--- src/rtl/bitwise_logic_pipe.sv ---
// bitwise_logic_pipe
// Two-stage valid/ready pipeline that applies one of eight bitwise operations
// to two WIDTH-bit operands and registers the result together with its flags.
// Op 3'b000 reproduces the legacy inverter (result = ~a).
//
// Ports:
//   clk        system clock, rising edge
//   rst        asynchronous, active-high reset
//   in_valid   upstream presents a, b, op
//   in_ready   block can accept an operand set this cycle
//   a, b       WIDTH-bit operands (b unused by NOT and PASS)
//   op         operation select (000 NOT, 001 AND, 010 OR, 011 XOR,
//              100 NAND, 101 NOR, 110 XNOR, 111 PASS a)
//   out_valid  result and flags are valid
//   out_ready  downstream accepts the result this cycle
//   result     registered operation result
//   zero       result == 0
//   all_ones   result == all ones
//   parity     XOR-reduction of result (1 = odd number of ones)
module bitwise_logic_pipe #(
    parameter int WIDTH = 4
) (
    input  logic             clk,
    input  logic             rst,
    input  logic             in_valid,
    output logic             in_ready,
    input  logic [WIDTH-1:0] a,
    input  logic [WIDTH-1:0] b,
    input  logic [2:0]       op,
    output logic             out_valid,
    input  logic             out_ready,
    output logic [WIDTH-1:0] result,
    output logic             zero,
    output logic             all_ones,
    output logic             parity
);

    localparam logic [WIDTH-1:0] ALL_ZERO = {WIDTH{1'b0}};
    localparam logic [WIDTH-1:0] ALL_ONE  = {WIDTH{1'b1}};

    // Odd-parity helper: 1 when v holds an odd number of ones.
    function automatic logic parity_of(input logic [WIDTH-1:0] v);
        return ^v;
    endfunction

    logic             s1_valid_r;
    logic [WIDTH-1:0] s1_a_r;
    logic [WIDTH-1:0] s1_b_r;
    logic [2:0]       s1_op_r;
    logic             s2_valid_r;
    logic [WIDTH-1:0] result_r;
    logic             zero_r;
    logic             all_ones_r;
    logic             parity_r;

    logic             s2_free_s;
    logic             advance_s;
    logic             accept_s;
    logic [WIDTH-1:0] op_res_s;

    // Handshake: stage 2 frees up when empty or being drained this cycle;
    // in_ready depends only on pipeline state and out_ready, never on in_valid.
    always_comb begin
        s2_free_s = !s2_valid_r || out_ready;
        advance_s = s1_valid_r && s2_free_s;
        in_ready  = !s1_valid_r || s2_free_s;
        accept_s  = in_valid && in_ready;
    end

    // Bitwise operation evaluated on the stage-1 operand registers.
    always_comb begin
        op_res_s = ~s1_a_r;
        case (s1_op_r)
            3'b000:  op_res_s = ~s1_a_r;
            3'b001:  op_res_s = s1_a_r & s1_b_r;
            3'b010:  op_res_s = s1_a_r | s1_b_r;
            3'b011:  op_res_s = s1_a_r ^ s1_b_r;
            3'b100:  op_res_s = ~(s1_a_r & s1_b_r);
            3'b101:  op_res_s = ~(s1_a_r | s1_b_r);
            3'b110:  op_res_s = ~(s1_a_r ^ s1_b_r);
            3'b111:  op_res_s = s1_a_r;
            default: op_res_s = ~s1_a_r;
        endcase
    end

    // Stage 1 operand register: loads on accept, empties when it advances
    // without a replacement; otherwise holds under backpressure.
    always_ff @(posedge clk or posedge rst) begin
        if (rst) begin
            s1_valid_r <= 1'b0;
            s1_a_r     <= ALL_ZERO;
            s1_b_r     <= ALL_ZERO;
            s1_op_r    <= 3'b000;
        end else if (accept_s) begin
            s1_valid_r <= 1'b1;
            s1_a_r     <= a;
            s1_b_r     <= b;
            s1_op_r    <= op;
        end else if (advance_s) begin
            s1_valid_r <= 1'b0;
        end
    end

    // Stage 2 result register: result and flags load together from the same
    // value so the flags always describe the registered result.
    always_ff @(posedge clk or posedge rst) begin
        if (rst) begin
            s2_valid_r <= 1'b0;
            result_r   <= ALL_ZERO;
            zero_r     <= 1'b0;
            all_ones_r <= 1'b0;
            parity_r   <= 1'b0;
        end else if (advance_s) begin
            s2_valid_r <= 1'b1;
            result_r   <= op_res_s;
            zero_r     <= (op_res_s == ALL_ZERO);
            all_ones_r <= (op_res_s == ALL_ONE);
            parity_r   <= parity_of(op_res_s);
        end else if (out_ready) begin
            // Result is consumed; keep the last value on the bus.
            s2_valid_r <= 1'b0;
        end
    end

    // Outputs come straight from registers.
    always_comb begin
        out_valid = s2_valid_r;
        result    = result_r;
        zero      = zero_r;
        all_ones  = all_ones_r;
        parity    = parity_r;
    end

endmodule

--- config.mk ---
export PLATFORM = sky130hd
export DESIGN_NAME = bitwise_logic_pipe
export DESIGN_NICKNAME = d
export VERILOG_FILES = /design/src/rtl/bitwise_logic_pipe.sv
export SDC_FILE = /design/constraint.sdc
export NUM_CORES = 1
export LEC_CHECK = 0
export CORE_UTILIZATION = 62
export DETAILED_ROUTE_END_ITERATION = 16
export DONT_BUFFER_PORTS = 1
export GPL_ROUTABILITY_DRIVEN = 0
export PLACE_DENSITY_LB_ADDON = 0.2
export SLEW_MARGIN = 0
export SYNTH_ARGS = -nofsm -noshare
export SYNTH_HDL_FRONTEND = slang
export SYNTH_SLANG_ARGS = --single-unit
export TNS_END_PERCENT = 1
--- constraint.sdc ---
create_clock -name clk -period 4.65 [get_ports clk]
set_input_delay 1.1625 -clock clk [delete_from_list [all_inputs] [get_ports clk]]
set_output_delay 1.1625 -clock clk [all_outputs]
set_load 0.005 [all_outputs]
---- Yosys cells after proc, flatten, opt, wreduce, memory -nomap -nowiden ----
Cells that the tools add are included.
operators by class
  add/subtract/negate cells ............... 0
  multipliers ............................. 0
  divide/modulo/power cells ............... 0
  magnitude comparators ................... 0
  equal/unequal tests ..................... 8
  shifts and indexed selects .............. 0
  muxes and demuxes ....................... 5
  bitwise logic cells ..................... 7
  reduce and logical (&&, ||, !) cells .... 11
operators with widths
  operator                                             count
  one-hot mux 4 bit (8 select lines)                   1
  NOT 4 bit                                            4
  equality test 3 bit, second input constant           4
  equality test 3 x 2 -> 1 bit, second input constant  2
  AND 4 bit                                            1
  equality test 4 bit, second input constant           1
  logical NOT 4 bit                                    1
  2-to-1 mux 1 bit                                     4
  OR 4 bit                                             1
  nonzero test 2 bit                                   2
  parity 4 bit                                         1
  bitwise XOR 4 bit                                    1
  equality test 3 x 1 -> 1 bit, second input constant  1
  logical NOT 3 bit                                    1
  logical AND 1 bit                                    2
  logical NOT 1 bit                                    2
  logical OR 1 bit                                     2
storage, ports and cells
  register bits after elaboration ......... 20
  latch bits .............................. 0
  bits in writable memories ............... 0
  memory bits (read-only) ................. 0
  output and inout port bits .............. 9
  memories ................................ 0

---- Longest topological paths before layout ----
Gate-level depths: netlist of run 1.
  depth in word-level cells ............... 5
  gate-level depth with buffers ........... 9

---- Worst setup path before layout of run 1 ----
Ideal clock, no wire load.
  kind .................................... in2out
  start ................................... input out_ready
  end ..................................... output in_ready
  data arrival time ....................... 1,342 ps
  path slack .............................. 2,146 ps
  stages .................................. 1
  path buffers ............................ 0
  cell sequence ........................... nand3b_1
between the ends
  cells in the longest elaborated chain, start to end .. 2
ends and longest elaborated chain
  what              RTL line  source
  start, declared   31        input logic out_ready,
  logical OR 1 bit  64        s2_free_s = !s2_valid_r || out_ready;
  logical OR 1 bit  66        in_ready = !s1_valid_r || s2_free_s;
  end, declared     26        output logic in_ready,
Every way passes these cells.

---- Final worst setup path of run 1 ----
Same ends and word-level chain as after synthesis.

==> results of run 1 <==
-- registers in the layout, summed over array words and instances (netlist names) --
| signal | count |
|---|---|
| s1_valid_r | 1 |
| all_ones | 1 |
| result | 4 |
| zero | 1 |
| s1_op_r | 3 |
| out_valid | 1 |
| s1_b_r | 4 |
| s1_a_r | 4 |
| parity | 1 |
-- routing by layer --
metal	up-vias	track usage
met3	2	0.02516
met1	413	0.2357
li1	422	-
met4	0	0.07353
met2	8	0.3615
met5	-	0
-- placed cells by master (no fill, tap or decap), types with 2 or more instances in the layout --
cell / netlist / final
sky130_fd_sc_hd__inv_1: 15 / 15
sky130_fd_sc_hd__mux2_2: 17 / 17
sky130_fd_sc_hd__dfrtp_1: 20 / 20
sky130_fd_sc_hd__o211ai_1: 2 / 2
sky130_fd_sc_hd__clkbuf_4: 0 / 3
sky130_fd_sc_hd__mux2i_1: 3 / 3
sky130_fd_sc_hd__nand2_1: 11 / 11
sky130_fd_sc_hd__nand2b_1: 4 / 4
sky130_fd_sc_hd__o31a_1: 2 / 2
sky130_fd_sc_hd__a21oi_1: 2 / 2
sky130_fd_sc_hd__o21ai_0: 3 / 3
sky130_fd_sc_hd__ha_1: 12 / 12
sky130_fd_sc_hd__a32oi_2: 3 / 3
-- area by class of cell --
cell class                 count  area share
sequential                    20      0.3728
tap                           27     0.02516
clock buffer                   4     0.02703
inverter                      15     0.04194
multi-input combinational     80      0.5331
-- cells by family after synthesis --
logic type,after synthesis,synth area share
DFF,20,0.3721
AOI/OAI and AO/OA,20,0.1302
and+or+nand+nor,26,0.1107
muxes,21,0.1730
buffers and inverters,22,0.09580
xor gates and xnor gates,1,0.006513
adders and majority gates,12,0.1116
-- stage by stage --
stage | util | cells | hold WS [ns] | cell area (um2) | setup WS [ns]
finish | 0.6706 | 146 | 0.5093 | 1343 | 2.131
global route | 0.6706 | 146 | 0.5523 | 1343 | 2.121
CTS | 0.6706 | 146 | 0.5114 | 1343 | 2.128
detailed placement | 0.6525 | 142 | 0.4865 | 1306 | 2.127
global placement | 0.6525 | 142 | 0.4712 | 1306 | 2.137
floorplan | - | 122 | 0.4569 | 1345 | 2.146
-- path summary, 6_finish.rpt --
check	startpoint	endpoint	slack (ns)	cells past startpoint
max reg2reg	s1_op_r[0]$_DFFE_PP0P_	parity$_DFFE_PP0P_	2.39	7
min reg2reg	s1_valid_r$_DFFE_PP0P_	out_valid$_DFFE_PP0P_	0.51	1
min	s1_valid_r$_DFFE_PP0P_	out_valid$_DFFE_PP0P_	0.51	1
max in group asynchronous	rst	s1_a_r[1]$_DFFE_PP0P_	3.28	1
min in group asynchronous	rst	s1_op_r[2]$_DFFE_PP0P_	0.89	1
max	out_ready	in_ready	2.13	1
-- where the power goes --
group | switching [mW] | internal [mW] | total [mW]
registers | 0.0495 | 0.214 | 0.263
logic | 0.0853 | 0.103 | 0.189
clock network | 0.0508 | 0.0477 | 0.0984
total | 0.186 | 0.365 | 0.550
==> flow_summary.toml, run 1 <==
[logic_synthesis]
netlist_area_pre_place_um2 = 1345
mappedNetlistNets = 149
synth-edff-count = 0
synth_commonest_cells = "sky130_fd_sc_hd__dfrtp_1, sky130_fd_sc_hd__mux2_2, sky130_fd_sc_hd__inv_1"
yosys.area.top_type_share = 0.3721
post-synth-top-area-cell = "sky130_fd_sc_hd__dfrtp_1"
fraction_of_the_yosys_area_taken_by_sequential_cells = 0.3721
synth.avg_cell_area_um2 = 11.02
async_flop_share = 1.000
yosysUniqueCellTypes = 35
yosys.cell_count.top_type = "sky130_fd_sc_hd__dfrtp_1"
synth.ff_latch_count = 20
netlist_instances = 122
synth_top_flop_cell = "sky130_fd_sc_hd__dfrtp_1"
synth_top_cells_by_area = "sky130_fd_sc_hd__dfrtp_1, sky130_fd_sc_hd__mux2_2, sky130_fd_sc_hd__ha_1, sky130_fd_sc_hd__buf_6, sky130_fd_sc_hd__inv_1"
yosys_warnings = 0

[floorplan]
die_width_um = 48.58
die_area_um2 = 2360
num_rows = 16
die_y_um = 48.58
io-pin-count = 24
start_util = 0.6719
floorplan.core_area_um2 = 2002

[critical_path]
critical_path_slowest_stage_cell = "sky130_fd_sc_hd__nand3b_1"
critPathKind = "primary input to primary output"
crit_required_ns = 3.49
cp-start-kind = "primary input"
critPathMaxStageDelay_ns = 0.19
endpoint_kind = "primary output"
critical-path-top-delay-family = "simple AND/OR/NAND/NOR gates"
critical_path_arrival_ns = 1.36
cp_num_buf_inv = 0
timing.critical_path.fanout_max = 3
crit_chain = "nand3b_1"

[final_layout]
seqCellArea_um2 = 500.5
multi_input_area_um2 = 715.7
final_layout_size_suffix_gt1_frac = 0.2353
num-nets-final = 147
nFillCells = 160
num_antenna_cells = 0
area.growth.synth_to_final_pct = -0.1859

[min_path]
worstHoldPathType = "flip-flop to flip-flop"

[timing]
final.period_utilization = 0.5418
min_period_ns = 2.519
setup_viol_count_final = 0
totalNegativeSetupSlack_ns = 0
rsz0062_at_grt = "false"
worst_slew_pin_slew_ns = 0.7752
slew-limit-headroom = 0.4826
fmax_mhz = 396.9
final_count_of_hold_timing_violations = 0
skew_ns = 0.001187
final_max_slew_viol_count = 0

[drt]
antenna_violating_nets_post_route = 0
wl_per_cell_um = 14.51
top_layer = "met4"
routed-wl-met2_mm = 1.131
detail_route.wirelength.met1_um = 920
wl_met3_um = 52
detail_route.first_pass.iterations = 4
avgViaCountPerCell = 5.788
drt_drc_violations_left = 0
drt_iter0_drc = 6
routed-via-count = 845
routed_wl_mm = 2.118

[clock_tree]
cts.clk_slew.worst_paths_ns = 0.11
ctsRootBufferMaster = "sky130_fd_sc_hd__clkbuf_4"
cts-buffers-inserted = 3
holdBufCountCts = 0
postCtsSetupRepairBufs = 0
htree_num_levels = 1
cts.path.max_buffers = 2
cts-resized-gates = 0
tritoncts = "yes"
clk-insertion-delay-late_ns = 0.29
sinks_on_clock_net = 20

[pwr]
power_mw = 0.5503
power_per_cell_area_nw_per_um2 = 409.9
p_leak_nw = 0.6206
highest_ir_drop_seen_on_vdd_mv = 0.2992

[global_routing]
grt_first_pass_wirelength_mm = 3.594
grt_pass1_vias = 858
grt_overflow_total = 0
groute.usage.overall = 0.1976
antenna_found_initial = 0
grt_start_max_net_pins = 21

[placement]
port-buffer-count = 0
dp_hpwl_mm = 1.581

[flow_run]
drv_cap = 0

[outcome]
run_status = "complete, no violations"
Note: power is estimated with default switching activity, not from simulation.
==> run 2: changes to the inputs <==
--- a/config.mk
+++ b/config.mk
@@ -5,7 +5,7 @@
 export SDC_FILE = /design/constraint.sdc
 export NUM_CORES = 1
 export LEC_CHECK = 0
-export CORE_UTILIZATION = 62
+export CORE_UTILIZATION = 56
 export DETAILED_ROUTE_END_ITERATION = 16
 export DONT_BUFFER_PORTS = 1
 export GPL_ROUTABILITY_DRIVEN = 0
==> constraint.sdc (replaced) <==
create_clock -name clk -period 2 [get_ports clk]
set_input_delay 0.5 -clock clk [delete_from_list [all_inputs] [get_ports clk]]
set_output_delay 0.5 -clock clk [all_outputs]
set_load 0.005 [all_outputs]
==> flow_summary.toml, run 2 (same netlist as run 1, synthesis figures left out) <==
[clock_tree]
sinks_on_clock_net = 20
tritoncts = "yes"
cts.clk_slew.worst_paths_ns = 0.10
cts-buffers-inserted = 3
htree_num_levels = 1
cts.path.max_buffers = 2
ctsRootBufferMaster = "sky130_fd_sc_hd__clkbuf_4"
clk-insertion-delay-late_ns = 0.30

[placement]
port-buffer-count = 0
post-place-cells = 162
dp_hpwl_mm = 1.856
detailedPlace.worstSlack_ns = -0.06726

[pwr]
power_mw = 1.506
p_clk_frac = 0.124
highest_ir_drop_seen_on_vdd_mv = 0.7165
seqPwrFrac = 0.383
combinationalPowerShare = 0.493
switching_share = 0.3433
power.switching_mw = 0.5171
cell_internal_pwr_mw = 0.9890
p_leak_nw = 0.7221
power_per_cell_area_nw_per_um2 = 955.3

[critical_path]
critical_path_arrival_ns = 2.25
critical-path-top-delay-family = "adder cells"
cp-start-kind = "flip-flop"
worstRegToRegCells = 9
worst_r2r_endpoint = "parity$_DFFE_PP0P_"
timing.critical_path.fanout_max = 3
cp_num_buf_inv = 2
crit_required_ns = 2.23
setup.worst_path.start = "s1_a_r[2]$_DFFE_PP0P_"
worst_setup_path_endpoint = "parity$_DFFE_PP0P_"
reg2reg_slack_ns = -0.02
path_depth = 9
crit_chain = "inv_2 > ha_4 > mux2i_2 > o211ai_1 > a32oi_2 > inv_2 > ha_4 > xnor2_2 > o21ai_1"
endpoint_kind = "flip-flop"
critPathMaxStageDelay_ns = 0.41
critPathKind = "flip-flop to flip-flop"
crit-reg2reg-launch = "s1_a_r[2]$_DFFE_PP0P_"
critical_path_slowest_stage_cell = "sky130_fd_sc_hd__dfrtp_1"

[final_layout]
num-nets-final = 169
layout_common_cells = "sky130_fd_sc_hd__buf_4, sky130_fd_sc_hd__dfrtp_1, sky130_fd_sc_hd__mux2_2"
area.growth.synth_to_final_pct = 17.21
utilization = 0.7059
final-instance-count-excl-fill = 168
final_layout_size_suffix_gt1_frac = 0.4286
num_antenna_cells = 0
layout_commonest_cell = "sky130_fd_sc_hd__buf_4"
nFillCells = 164

[drt]
wl_per_cell_um = 14.70
drt_drc_violations_left = 0
routed_wl_mm = 2.469
drt_iter0_drc = 7
antenna_violating_nets_post_route = 0
routed-via-count = 924
detail_route.first_pass.iterations = 2
avgViaCountPerCell = 5.500

[global_routing]
grt_start_max_net_pins = 21
antenna_found_initial = 0
grt_pass1_vias = 925
groute.usage.overall = 0.2114
grt_overflow_total = 0
grt_first_pass_wirelength_mm = 4.002

[floorplan]
die_width_um = 51.01
floorplan.core_area_um2 = 2233
start_util = 0.6022
die_area_um2 = 2602
io-pin-count = 24
die_y_um = 51.01
num_rows = 17

[timing]
timing.final.ws_setup_ns = -0.01522
rsz0062_at_grt = "true"
worst_slew_pin_slew_ns = 0.7647
final_max_slew_viol_count = 0
slew-limit-headroom = 0.4897
fmax_mhz = 496.2
setup_viol_count_final = 1
final.period_utilization = 1.008
final_count_of_hold_timing_violations = 0
skew_ns = 0.003138
min_period_ns = 2.015
hold_ws_ns = 0.2106

[outcome]
violations = "setup timing"
run_status = "complete, but fails checks"

[flow_run]
drv_cap = 0

[min_path]
worstHoldPathType = "primary input to asynchronous set/reset pin"
-- run 2: layout make-up --
type / instances / area (um2) / share of cell area
Sequential cell: 20 / 501.7 / 0.3183
Clock buffer: 3 / 22.52 / 0.01429
Inverter: 15 / 56.30 / 0.03571
Timing Repair Buffer: 22 / 177.7 / 0.1127
Tap cell: 28 / 35.03 / 0.02222
Multi-Input combinational cell: 80 / 783.3 / 0.4968
-- run 2: how the worst min path moves through the flow --
| stage | start | endpoint | slack (ns) |
|---|---|---|---|
| floorplan | rst | all_ones$_DFFE_PP0P_ | 0.46 |
| global placement | s1_valid_r$_DFFE_PP0P_ | out_valid$_DFFE_PP0P_ | 0.48 |
| detailed placement | zero$_DFFE_PP0P_ | zero$_DFFE_PP0P_ | 0.50 |
| CTS | rst | s1_a_r[1]$_DFFE_PP0P_ | 0.23 |
| global route | rst | s1_b_r[0]$_DFFE_PP0P_ | 0.29 |
| finish | rst | s1_valid_r$_DFFE_PP0P_ | 0.21 |
-- run 2: worst register-to-register path, delay by kind of cell, from the launching register on --
family	cells	cell delay (ns)
flip-flops	1	0.41
adder cells (fa/ha/maj)	2	0.53
multiplexers	1	0.22
XOR/XNOR	1	0.12
AO/OA/AOI/OAI	3	0.52
buffers and inverters	2	0.14
-- run 2: per-stage QoR --
step           instance area (um2)  TNS [ns]
6_report                      1577  -0.01522
5_1_grt                       1577   -0.1330
4_1_cts                       1528         0
3_5_place_dp                  1463  -0.06726
3_3_place_gp                  1463         0
2_1_floorplan                 1345         0
-- run 2: what timing repair did --
item                                    4_1_cts  5_1_grt
pin swaps                                     5        8
resized for setup                             5        8
setup buffers                                 2        1
endpoints found under the setup margin        1        2
hold buffers                                  0        0
gates cloned                                  0        0
-- run 2: power by group through the flow --
stage	clock network [mW]	logic, mW	registers (mW)
after floorplan	0	0.448	0.563
after global placement	0	0.581	0.581
after detailed placement	0	0.611	0.583
after CTS	0.192	0.642	0.575
after global routing	0.208	0.812	0.586
final	0.187	0.742	0.577
-- run 2: per-layer routing --
| layer | global-route usage | share of wire |
|---|---|---|
| met1 | 0.2629 | 0.46 |
| met2 | 0.3618 | 0.51 |
| met3 | 0.03274 | 0.019 |
| met4 | 0.08796 | 0.016 |
| met5 | 0 | 0 |
